<file path="src/rtl/arc4_pkg.sv">
// Shared definitions for the ARC4 key-scheduling and pseudo-random generation stages.
// Memory geometry, the length-prefix location and the PRGA state encoding live here.
package arc4_pkg;

   localparam int MEM_DEPTH        = 256;
   localparam int DATA_W           = 8;
   localparam int ADDR_W           = $clog2(MEM_DEPTH);
   localparam int MAX_CYC_PER_BYTE = 12;

   localparam logic [ADDR_W-1:0] LEN_ADDR = '0;

   typedef enum logic [3:0] {
      IDLE,
      RD_LEN,
      WR_LEN,
      RD_SI,
      RD_SJ,
      WR_SI,
      WR_SJ,
      RD_PAD,
      WR_PT,
      DONE
   } prga_state_t;

endpackage

</file>
<file path="src/rtl/arc4_prga.sv">
// ARC4 pseudo-random generation stage: swaps through the scheduled S array and
// XORs the keystream into a length-prefixed ciphertext, producing length-prefixed plaintext.
module arc4_prga
   import arc4_pkg::*;
#(
   parameter int MEM_LAT = 1
) (
   input  logic              clk,
   input  logic              rst,
   input  logic              en,
   output logic              rdy,
   output logic [ADDR_W-1:0] s_addr,
   input  logic [DATA_W-1:0] s_rddata,
   output logic [DATA_W-1:0] s_wrdata,
   output logic              s_wren,
   output logic [ADDR_W-1:0] ct_addr,
   input  logic [DATA_W-1:0] ct_rddata,
   output logic [ADDR_W-1:0] pt_addr,
   output logic [DATA_W-1:0] pt_wrdata,
   output logic              pt_wren
);

   localparam int WAIT_W = (MEM_LAT > 1) ? $clog2(MEM_LAT) : 1;

   prga_state_t       state_reg, state_next;
   logic [WAIT_W-1:0] wait_reg;
   logic [ADDR_W-1:0] i_reg, j_reg, k_reg;
   logic [DATA_W-1:0] len_reg, si_reg, sj_reg;
   logic              lat_done;
   logic              first_cyc;
   logic              in_read;

   // Read states hold their address for MEM_LAT cycles; the data is valid in
   // the first cycle of the state that follows.
   assign lat_done  = (wait_reg == WAIT_W'(MEM_LAT - 1));
   assign first_cyc = (wait_reg == '0);
   assign in_read   = (state_reg == RD_LEN) || (state_reg == RD_SI) ||
                      (state_reg == RD_SJ)  || (state_reg == RD_PAD);

   always_ff @(posedge clk) begin
      if (rst) begin
         state_reg <= IDLE;
         wait_reg  <= '0;
         i_reg     <= '0;
         j_reg     <= '0;
         k_reg     <= '0;
         len_reg   <= '0;
         si_reg    <= '0;
         sj_reg    <= '0;
      end else begin
         state_reg <= state_next;
         if (in_read && !lat_done)
            wait_reg <= wait_reg + 1'b1;
         else
            wait_reg <= '0;

         case (state_reg)
            WR_LEN: begin
               len_reg <= ct_rddata;
               i_reg   <= '0;
               j_reg   <= '0;
               k_reg   <= '0;
            end
            RD_SI: begin
               if (lat_done) begin
                  i_reg <= i_reg + 1'b1;
                  k_reg <= k_reg + 1'b1;
               end
            end
            RD_SJ: begin
               // S[i] arrives in the first cycle here; j is advanced immediately
               // so the held address below stays constant for the rest of the wait.
               if (first_cyc) begin
                  si_reg <= s_rddata;
                  j_reg  <= j_reg + s_rddata;
               end
            end
            WR_SI: sj_reg <= s_rddata;
            default: ;
         endcase
      end
   end

   always_comb begin
      state_next = state_reg;
      rdy        = 1'b0;
      s_addr     = '0;
      s_wrdata   = '0;
      s_wren     = 1'b0;
      ct_addr    = '0;
      pt_addr    = '0;
      pt_wrdata  = '0;
      pt_wren    = 1'b0;

      case (state_reg)
         IDLE: begin
            rdy = 1'b1;
            if (en)
               state_next = RD_LEN;
         end
         RD_LEN: begin
            ct_addr = LEN_ADDR;
            if (lat_done)
               state_next = WR_LEN;
         end
         WR_LEN: begin
            pt_addr   = LEN_ADDR;
            pt_wrdata = ct_rddata;
            pt_wren   = 1'b1;
            state_next = (ct_rddata == '0) ? DONE : RD_SI;
         end
         RD_SI: begin
            s_addr = i_reg + 1'b1;
            if (lat_done)
               state_next = RD_SJ;
         end
         RD_SJ: begin
            s_addr = first_cyc ? (j_reg + s_rddata) : j_reg;
            if (lat_done)
               state_next = WR_SI;
         end
         WR_SI: begin
            s_addr   = i_reg;
            s_wrdata = s_rddata;
            s_wren   = 1'b1;
            state_next = WR_SJ;
         end
         WR_SJ: begin
            s_addr   = j_reg;
            s_wrdata = si_reg;
            s_wren   = 1'b1;
            state_next = RD_PAD;
         end
         RD_PAD: begin
            // Issued after both swap writes, so the pad sees the swapped S.
            s_addr  = si_reg + sj_reg;
            ct_addr = k_reg;
            if (lat_done)
               state_next = WR_PT;
         end
         WR_PT: begin
            pt_addr   = k_reg;
            pt_wrdata = s_rddata ^ ct_rddata;
            pt_wren   = 1'b1;
            state_next = (k_reg == len_reg) ? DONE : RD_SI;
         end
         DONE: begin
            rdy        = 1'b1;
            state_next = IDLE;
         end
         default: state_next = IDLE;
      endcase
   end

endmodule

</file>
<file path="config.mk">
export PLATFORM = sky130hd
export DESIGN_NAME = arc4_prga
export DESIGN_NICKNAME = d
export VERILOG_FILES = /design/src/rtl/arc4_pkg.sv /design/src/rtl/arc4_prga.sv
export SDC_FILE = /design/constraint.sdc
export NUM_CORES = 1
export LEC_CHECK = 0
export ABC_CLOCK_PERIOD_IN_PS = 2400
export CAP_MARGIN = 10
export CORE_UTILIZATION = 53
export DETAILED_ROUTE_END_ITERATION = 10
export GPL_TIMING_DRIVEN = 0
export PLACE_DENSITY = 0.9
export SYNTH_ARGS = -nofsm -noshare
export SYNTH_HDL_FRONTEND = slang
export SYNTH_SLANG_ARGS = --single-unit
</file>
<file path="constraint.sdc">
create_clock -name clk -period 2.4 [get_ports clk]
set_input_delay 0.48 -clock clk [delete_from_list [all_inputs] [get_ports clk]]
set_output_delay 0.48 -clock clk [all_outputs]
set_load 0.02 [all_outputs]
</file>
==> run metrics <==
outcome complete, but fails checks; failing checks setup timing; Worst Skew between 0.01 and 0.015 ns; crit-path max FO 3; final slew viol count 0; worst path required time around 1.9 ns; Primary FF master, synth dfxtp_1; type of the worst setup path register to output pin; Starting DRT DRC Count 474; clock latency on the worst-skew pair around 0.33 ns; Chip Height about 83 um; VDD IR-drop max roughly 440 uV; global-route wire length before repair roughly 18000 um; Fmax achieved between 0.3 and 0.4 GHz; RSZ-0062 raised after global routing yes; CTS Buffer Depth 2; Post-Syn Area per Cell around 7.2 sq um; grt total ovfl 0; Yosys warnings 0; Setup violations, final 8; switch share 34.0%; Post-Syn Nets 526; Core Area 6390 sq um; number of port buffers 61; vias in the first global route roughly 3800; EDFF count, synth 0; minimum clock period about 2.8 ns; ys async rst share 0%; Unique masters post-synth 48; commonest non-fill, non-tap cell in the layout nand2_1; post-route insts no fill 665; Final ANT Viol Nets 0; Leakage Power just over 2 nW; row cnt 29; DRC 0; Worst-Margin Slew 0.886 ns; Cells after DPL 627; Worst setup EP type output pin; routed length per instance between 15 and 20 um; Final Worst Setup Slack -0.377 ns; final wirelength around 13000 um; vias per cell roughly 6.3; pin count of the biggest net entering global routing 17; Final Hold Fails 0; Vias approximately 4200; Pwr Total 2.58 mW; cell count after synthesis between 400 and 500; Slew HR 40.5%; Num CTS Buffers 5; worst hold slack ~0.45 ns; diodes inserted 0; die area around 7000 sq um; Placer Congestion 0.919; post-cts hold buffer count 0; Max Cap Violations 0; Total Routing Usage GR about a third; Die Wd 83.4 um; clock share of power roughly 29%; Final period util 116%; register bit total from synthesis 53; sequential share of power a little over a third; Pwr Density roughly 530 nW/um^2; Layout area overhead 38.1%; CTS tree yes; layout cells sized above 1 between 20% and 30%; Worst Path Arrival approximately 2.3 ns; initial antenna violation count 0; Reg clk slew, reported paths between 0.1 and 0.15 ns; Final Util about three quarters; worst r2r src j_reg[0]$_SDFFE_PP0P_; CP Launch Point j_reg[1]$_SDFFE_PP0P_; register area share after synthesis 30.2%; CP Launch Type register; Initial Util between 50 and 60%; commonest non-fill, non-tap cells in the layout nand2_1 (109), a21oi_1 (55), dfxtp_1 (45); CTS sink count 53; Clock Tree Root clkbuf_8; NetSw between 800 and 900 uW; hold path start s_rddata[0]; H-Tree Depth 2; Total Neg Setup Slack -1.23 ns; Syn Std Cell Area 3520 sq um; Int Pwr roughly 1.7 mW; TritonRoute pass-1 iters 5; I/O pin count between 60 and 70; Comb pwr share between 30% and 40%; DP HPWL approximately 7500 um; Worst Hold Class primary input to register; Final Net Count about 620
==> through the flow <==
step           instance area [sq um]  setup slack, ns
2_1_floorplan                   3520           0.0179
3_3_place_gp                    4230            -1.36
3_5_place_dp                    4230            -1.38
4_1_cts                         4590           -0.319
5_1_grt                         4860           -0.452
6_report                        4860           -0.377
==> kinds of logic after synthesis <==
kind of cell    after synthesis  synth area share (%)
buf+inv                      33                  4.20
compound gates              121                  19.3
xor+xnor                     27                  6.73
mux                           4                  1.14
fa+ha+maj                    18                  6.83
simple gates                232                  31.5
other cells                   1                 0.107
flops                        53                  30.2
==> worst max-delay path: stages, from the launching register on <==
cell and delay (ns):
dfxtp_4 0.37, ha_4 0.22, a211o_1 0.29, a21oi_2 0.21, a22oi_2 0.10, mux2i_2 0.20
mux2i_1 0.27, a211o_1 0.18, buf_6 0.13
==> per-layer routing <==
layer  vias to the layer above  GRT usage (%)  wire [um]  share of wire [%]
met5                         -              0          0                  0
met4                         0           17.7        719                5.7
met3                        75           7.46       1130                8.9
met2                       287           55.5       6180                 49
met1                      1944           35.7       4690                 37
li1                       1886              -          -                  -
==> worst paths after layout <==
kind | end | slack, ns | cells after the start
max | s_addr[7] | -0.38 | 8
min | si_reg[0]$_SDFFE_PP0P_ | 0.45 | 3
max reg2reg | j_reg[6]$_SDFFE_PP0P_ | 0.37 | 9
min reg2reg | sj_reg[3]$_SDFFE_PP0N_ | 0.47 | 2
==> synthesized netlist by cell type (all sizes together), types with 2 or more instances <==
cell    count  share of area, %
dfxtp      53                30
o21ai      36               5.1
nor3       13               2.0
a211o       3              0.75
and3       13               2.3
fa          2               1.1
nor2b       7               1.3
nor3b       3              0.64
mux2i       4               1.1
a22oi       8               1.7
nor4        4               1.3
a21o        3              0.64
a21oi      58               8.3
nand3      10               1.4
clkbuf     14               1.5
buf        12               2.0
and2       12               2.1
o22ai       3              0.53
or3         8               1.4
nor2       31               3.4
inv         7              0.75
ha         16               5.7
or4         2              0.53
xnor2      20               5.0
nand2b      8               1.4
xor2        7               1.7
nand4       6               1.1
o21a        3              0.64
nand2     113                12
==> repair_timing <==
item | in CTS | in global routing
cloned | 0 | 1
pin swaps | 13 | 22
endpoints found under the setup margin | 45 | 33
gates resized for setup | 208 | 73
setup buffers | 9 | 22
==> area by class of cell <==
class	count	area, sq um
plain buffers	24	179
clock buffers	5	68.8
clock inverters	3	65.1
fillers	430	1530
inverters	7	26.3
multi-input cells	403	2600
flip-flops and latches	53	1080
well taps	77	96.3
repair buffers	93	742
==> power by group through the flow <==
stage / combinational (mW) / sequential (mW) / clock (mW)
2_1_floorplan: 0.420 / 0.946 / 0
3_3_place_gp: 0.616 / 0.949 / 0
4_1_cts: 0.700 / 0.930 / 0.718
6_report: 0.900 / 0.933 / 0.743
5_1_grt: 0.945 / 0.935 / 0.770
3_5_place_dp: 0.632 / 0.951 / 0
No activity file was read; power rests on OpenSTA's default activity.
